==> config.mk <==
export PLATFORM = sky130hd
export DESIGN_NAME = dmem_byte_ctrl
export DESIGN_NICKNAME = d
export VERILOG_FILES = /design/src/rtl/dmem_byte_ctrl.sv
export SDC_FILE = /design/constraint.sdc
export NUM_CORES = 1
export LEC_CHECK = 0
export BUFFER_PORTS_ARGS = -buffer_cell sky130_fd_sc_hd__buf_2
export CAP_MARGIN = 15
export CORE_AREA = 2 2 129 131
export DETAILED_ROUTE_END_ITERATION = 7
export DIE_AREA = 0 0 131 133
export PLACE_DENSITY = 0.66
export SLEW_MARGIN = 15
export SYNTH_ARGS = -nofsm -noshare
export SYNTH_HDL_FRONTEND = slang
export SYNTH_SLANG_ARGS = --single-unit
==> constraint.sdc <==
create_clock -name clk -period 3.1 [get_ports clk]
set_input_delay 0.155 -clock clk [delete_from_list [all_inputs] [get_ports clk]]
set_output_delay 0.155 -clock clk [all_outputs]
set_load 0.02 [all_outputs]
==> src/rtl/dmem_byte_ctrl.sv <==
// dmem_byte_ctrl: serialises byte/half/word loads and stores onto an 8-bit synchronous RAM port.
module dmem_byte_ctrl #(
    parameter int ADDR_W = 32
) (
    input  logic              clk,
    input  logic              rst,
    input  logic              req_valid,
    input  logic              req_we,
    input  logic [1:0]        req_size,
    input  logic              req_unsigned,
    input  logic [ADDR_W-1:0] req_addr,
    input  logic [31:0]       req_wdata,
    output logic              req_ready,
    output logic              resp_valid,
    output logic [31:0]       resp_rdata,
    output logic              stall_o,
    output logic [ADDR_W-1:0] ram_addr,
    output logic              ram_wr,
    output logic [7:0]        ram_dout,
    input  logic [7:0]        ram_din
);
    typedef enum logic [2:0] {IDLE, RD, RD_TAIL, WR, RESP} state_t;
    state_t state, state_nx;
    logic              we_q, uns_q;
    logic [1:0]        size_q, i, last, ip;
    logic [ADDR_W-1:0] addr_q, cur_addr;
    logic [31:0]       wdata_q, asm_q, rdata_q, full, ext;

    assign last     = size_q == 2'd0 ? 2'd0 : size_q == 2'd1 ? 2'd1 : 2'd3;
    assign ip       = i - 2'd1;
    assign cur_addr = addr_q + ADDR_W'(i);
    // Final byte arrives on ram_din in RD_TAIL; merge it before extending.
    assign full     = asm_q | (32'(ram_din) << {last, 3'b000});
    assign ext      = size_q == 2'd0 ? {{24{~uns_q & full[7]}}, full[7:0]} :
                      size_q == 2'd1 ? {{16{~uns_q & full[15]}}, full[15:0]} : full;

    always_comb begin
        state_nx   = state;
        req_ready  = 1'b0;
        resp_valid = 1'b0;
        stall_o    = 1'b0;
        ram_wr     = 1'b0;
        ram_addr   = '0;
        ram_dout   = 8'h00;
        resp_rdata = rdata_q;
        case (state)
            IDLE: begin
                req_ready = !rst;
                stall_o   = !rst && req_valid;
                if (req_valid) state_nx = req_we ? WR : RD;
            end
            RD: begin
                stall_o  = !rst;
                ram_addr = cur_addr;
                if (i == last) state_nx = RD_TAIL;
            end
            RD_TAIL: begin
                stall_o  = !rst;
                state_nx = RESP;
            end
            WR: begin
                stall_o  = !rst;
                ram_wr   = !rst;
                ram_addr = cur_addr;
                ram_dout = wdata_q[{i, 3'b000} +: 8];
                if (i == last) state_nx = RESP;
            end
            RESP: begin
                resp_valid = !rst;
                state_nx   = IDLE;
            end
            default: state_nx = IDLE;
        endcase
    end

    always_ff @(posedge clk) begin
        if (rst) begin
            state   <= IDLE;
            i       <= 2'd0;
            asm_q   <= 32'h0;
            rdata_q <= 32'h0;
        end else begin
            state <= state_nx;
            case (state)
                IDLE: if (req_valid) begin
                    we_q    <= req_we;
                    size_q  <= req_size;
                    uns_q   <= req_unsigned;
                    addr_q  <= req_addr;
                    wdata_q <= req_wdata;
                    i       <= 2'd0;
                    asm_q   <= 32'h0;
                end
                RD: begin
                    if (i != 2'd0) asm_q[{ip, 3'b000} +: 8] <= ram_din;
                    i <= i + 2'd1;
                end
                RD_TAIL: begin
                    asm_q   <= full;
                    rdata_q <= ext;
                end
                WR: begin
                    i <= i + 2'd1;
                    if (i == last) rdata_q <= 32'h0;
                end
                default: ;
            endcase
        end
    end
endmodule
# Yosys cells after proc, flatten, opt, wreduce, memory -nomap -nowiden
# Cells that the tools add are included.
word_totals:
  reg_bits: 136
op_classes:
  addsub: 4
  eq_ne: 10
  shifts: 4
  n_mux: 23
  bitwise: 5
  n_reduce_logical: 15
ops:
  columns: ["cell", "n"]
  rows:
  - ["$mux 32", 6]
  - ["$pmux 32 s3", 1]
  - ["$pmux 32 s2", 1]
  - ["$add 32x2->32", 1]
  - ["$bwmux 32", 1]
  - ["$or 32x32->32", 1]
  - ["$shift 8x7->32 const A", 1]
  - ["$shiftx 32x6->8", 1]
  - ["$shiftx 8x7->32", 1]
  - ["$shl 8x5->32", 1]
  - ["$pmux 3 s4", 1]
  - ["$mux 3", 3]
  - ["$reduce_and 3->1", 3]
  - ["$mux 2", 4]
  - ["$mux 8", 1]
  - ["$ne 2x2->1 const B", 4]
  - ["$neg 5->7", 1]
  - ["$eq 3x2->1 const B", 2]
  - ["$reduce_bool 2->1", 3]
  - ["$pmux 2 s2", 1]
  - ["$reduce_and 2->1", 2]
  - ["$eq 3x1->1 const B", 1]
  - ["$eq 3x3->1 const B", 1]
  - ["$logic_not 3->1", 1]
  - ["other kinds (14)", 18]

# Depth between registers and ports, before layout
logic_depth:
  ltp_word: 9
  ltp_mapped: 9

# Least setup slack after synthesis
# Ideal clock, no wire load.
synth_path:
  kind: "register to register"
  from: "reg state[2]"
  to: "reg addr_q[0] (enable)"
  setup_time_ns: 0.432
  arrival_ns: 2.965
  setup_slack_ns: -0.297
  path_stages_with_launch: 4
  cell_sequence: "dfxtp_1 -> clkbuf_1 -> nor4_1 -> and2_1"
synth_between:
  elab_chain_len: 2
synth_lines:
  columns: ["item", "line", "text"]
  rows:
  - ["start, declared", "23", "state_t state, state_nx;"]
  - ["start signal, assigned", "83", "state <= state_nx;"]
  - ["$logic_not 3->1", "84", "case (state)"]
  - ["$reduce_and 3->1 (no source line)", null, null]
  - ["end signal, assigned", "89", "addr_q <= req_addr;"]
  - ["end, declared", "26", "logic [ADDR_W-1:0] addr_q, cur_addr;"]
# Every way passes these cells.
# A chain may end at the register's enable or synchronous reset.

# Worst setup path after layout
layout_path:
  from: "reg addr_q[10]"
  to: "out ram_addr[19]"
layout_between:
  elab_chain_len: 2
layout_lines:
  columns: ["item", "line", "text"]
  rows:
  - ["$add 32x2->32", "31", "assign cur_addr = addr_q + ADDR_W'(i);"]
  - ["$mux 32", "46", "case (state)"]
  - ["end, declared", "17", "output logic [ADDR_W-1:0] ram_addr,"]
# Every way passes these cells.

==> flow_metrics.tcl <==
set metrics [dict create \
    hold_viol 0 \
    worst-path-max-fanout 24 \
    syn_area_um2 6440 \
    synthArstFlopShare_pct 0 \
    clkPwrFrac_pct 41.2 \
    crit_chain "nand4_2 -> or4_4 -> or4_1 -> a21oi_1 -> buf_2" \
    placed_area_um2 7380 \
    min_period_ns 2.89 \
    slowest_stage "or4_4" \
    postSynthCellCount 593 \
    grt_pass1_vias 5578 \
    cp-start-kind "register" \
    synth.distinct_cells 55 \
    hp-class "input port to register" \
    seq_area_frac_synth_pct 52.7 \
    finalWeightedCongestion 0.808 \
    synth-edff-count 67 \
    core_area_um2 16200 \
    drt-total-wl_um 17800 \
    via_count 5663 \
    cts.htree.levels 4 \
    fin_nets 880 \
    drive_gt1_share_pct 29.9 \
    vias_per_cell 5.51 \
    crit_type "register to output port" \
    ctsLongestPathBuffers 2 \
    rows 47 \
    ant_nets 0 \
    io_pins 155 \
    die-width_um 131 \
    drc_errors 0 \
    antenna_found_initial 1 \
    track_usage_pct 20.6 \
    yosys.area.top_type "edfxtp_1" \
    setup_ws_ns 0.212 \
    crit_required_ns 2.94 \
    grt_start_max_net_pins 57 \
    dp_slack_ns 0.525 \
    chipHeight_um 133 \
    syn_nets 680 \
    area_growth_pct 34.1 \
    internal_power_uw 3380 \
    dp_hpwl_um 11400 \
    worstPathArrival_ns 2.73 \
    syn_avg_cell_area_um2 10.9 \
    pwr-share-seq_pct 44.0 \
    start_util_pct 39.8 \
    cts_tree "done" \
    wl_per_cell_um 17.3 \
    synth-seq-cells 136 \
    cts_buffers 17 \
    p_sw_uw 1250 \
    grt_first_pass_wirelength_um 28100 \
    synth_top_area_share_pct 31.3 \
    drtIter0Drc 316 \
    maxSlewViolCount 0 \
    finalCritPeriodShare_pct 93.2 \
    final_area_um2 8630 \
    ir_drop_mv 0.416 \
    yosysMostFrequentCell "dfxtp_1" \
    end_kind "output port" \
    clk_latency_ns 0.42 \
    drtPass1Iterations 4 \
    post-place-cells 926 \
    timing.setup.tns_ns 0 \
    yosys-top-cells-area "edfxtp_1, dfxtp_1, a21oi_1" \
    die_area_um2 17400 \
    cts.sinks 136 \
    power_density_nw_per_um2 536 \
    cts_setup_buffers 0 \
    yosysWarnings 0 \
    synth_common_cells "dfxtp_1, edfxtp_1, a21oi_1" \
    finalPower_uw 4630 \
    tightest_slew_ns 0.985 \
    max_freq_ghz 0.346 \
    synthFlopType "dfxtp_1" \
    power.leakage_uw 0.00335 \
    grt-ovfl-total 0 \
    max_cap_viol_count 0 \
    relSlewSlack_pct 34.2 \
    p_sw_share_pct 27.0 \
    max_stage_delay_ns 0.71 \
    cts.clk_slew.worst_paths_ns 0.06 \
    io_buffers 154 \
    rsz0062_at_grt "false" \
    fin_cells 1027 \
    status "finished, final reports clean" \
    setup_viol 0 \
    skew_ns 0.0125 \
    root_buffer "clkbuf_16" \
    power_frac_comb_pct 14.8 \
]
power by group through the flow:
stage          Clock [uW]  Sequential, uW  Combinational, uW
3_3_place_gp            0            2070                598
6_report             1910            2030                686
3_5_place_dp            0            2070                611
2_1_floorplan           0            2070                399
4_1_cts              1940            2030                680
5_1_grt              2030            2040                746
cell families (layout without fill, tap and decap cells):
kind of cell / after synthesis / after routing / share of synthesized area, %
AOI/OAI and AO/OA: 186 / 186 / 20.5
xor gates and xnor gates: 12 / 12 / 1.63
adders and majority gates: 8 / 8 / 1.67
buffers and inverters: 72 / 285 / 4.51
DFF: 136 / 136 / 52.7
muxes: 11 / 11 / 3.27
other: 0 / 1 / 0
and+or+nand+nor: 168 / 168 / 15.7
state kept, by name, summed over array words and instances (netlist names):
| register | cells |
|---|---|
| addr_q | 32 |
| wdata_q | 32 |
| state | 3 |
| asm_q | 32 |
| uns_q | 1 |
| size_q | 2 |
| i | 2 |
| resp_rdata | 32 |
metrics by stage:
stage	utilization (%)	hold slack, ns
global route	53.4	0.0985
detailed placement	45.6	0.333
global placement	45.6	0.331
floorplan	-	0.254
CTS	53.3	0.0883
finish	53.4	0.113
per-layer routing:
metal,track usage [%],vias to the layer above,share of wire (%)
met5,0,-,0
li1,-,2674,-
met2,33.0,234,47
met4,8.39,0,2.3
met3,5.70,38,6.4
met1,26.2,2717,44
layout make-up:
cell class | count | area (um^2)
Multi-Input combinational cell | 385 | 2780
Clock inverter | 13 | 125
Tap cell | 220 | 275
Sequential cell | 136 | 3390
Clock buffer | 19 | 433
Inverter | 19 | 71.3
Antenna cell | 1 | 2.50
Timing Repair Buffer | 234 | 1550
Fill cell | 1382 | 7540
worst max-delay path, delay by kind of cell, from the launching register on:
kind            cells  cell delay (ns)
compound gates      1             0.20
buf+inv             1             0.20
flops               1             0.43
simple gates        3             1.48
cell usage in the layout, fill, tap and decap left out, drive strengths merged, types with 9 or more instances in the layout:
cell type,Yosys,layout
nor3,15,15
dfxtp,69,69
or3b,10,10
nor4,9,9
inv,19,21
a22o,32,32
nor2,21,21
nand2,15,15
dlygate4sd3,0,68
o21ai,13,13
edfxtp,67,67
o2bb2ai,16,16
nand4,9,9
xnor2,9,9
buf,9,166
a21oi,61,61
nor2b,18,18
o31ai,19,19
and3,11,11
or4,10,10
nor3b,12,12
clkbuf,44,19
nand3,17,17
repair_timing:
item,4_1_cts,5_1_grt
endpoints found under the hold margin,68,0
gates resized for setup,0,2
endpoints found under the setup margin,0,5
hold buffers,68,0
final timing paths:
kind             startpoint              to  slack, ns  depth (start not counted)
min              ram_din[7]       asm_q[23]       0.11                          2
max reg2reg            i[0]       asm_q[21]       0.61                          7
min reg2reg  resp_rdata[31]  resp_rdata[31]       0.46                          1
max              addr_q[10]    ram_addr[19]       0.21                          5
Power figures use the tool's default switching activity.
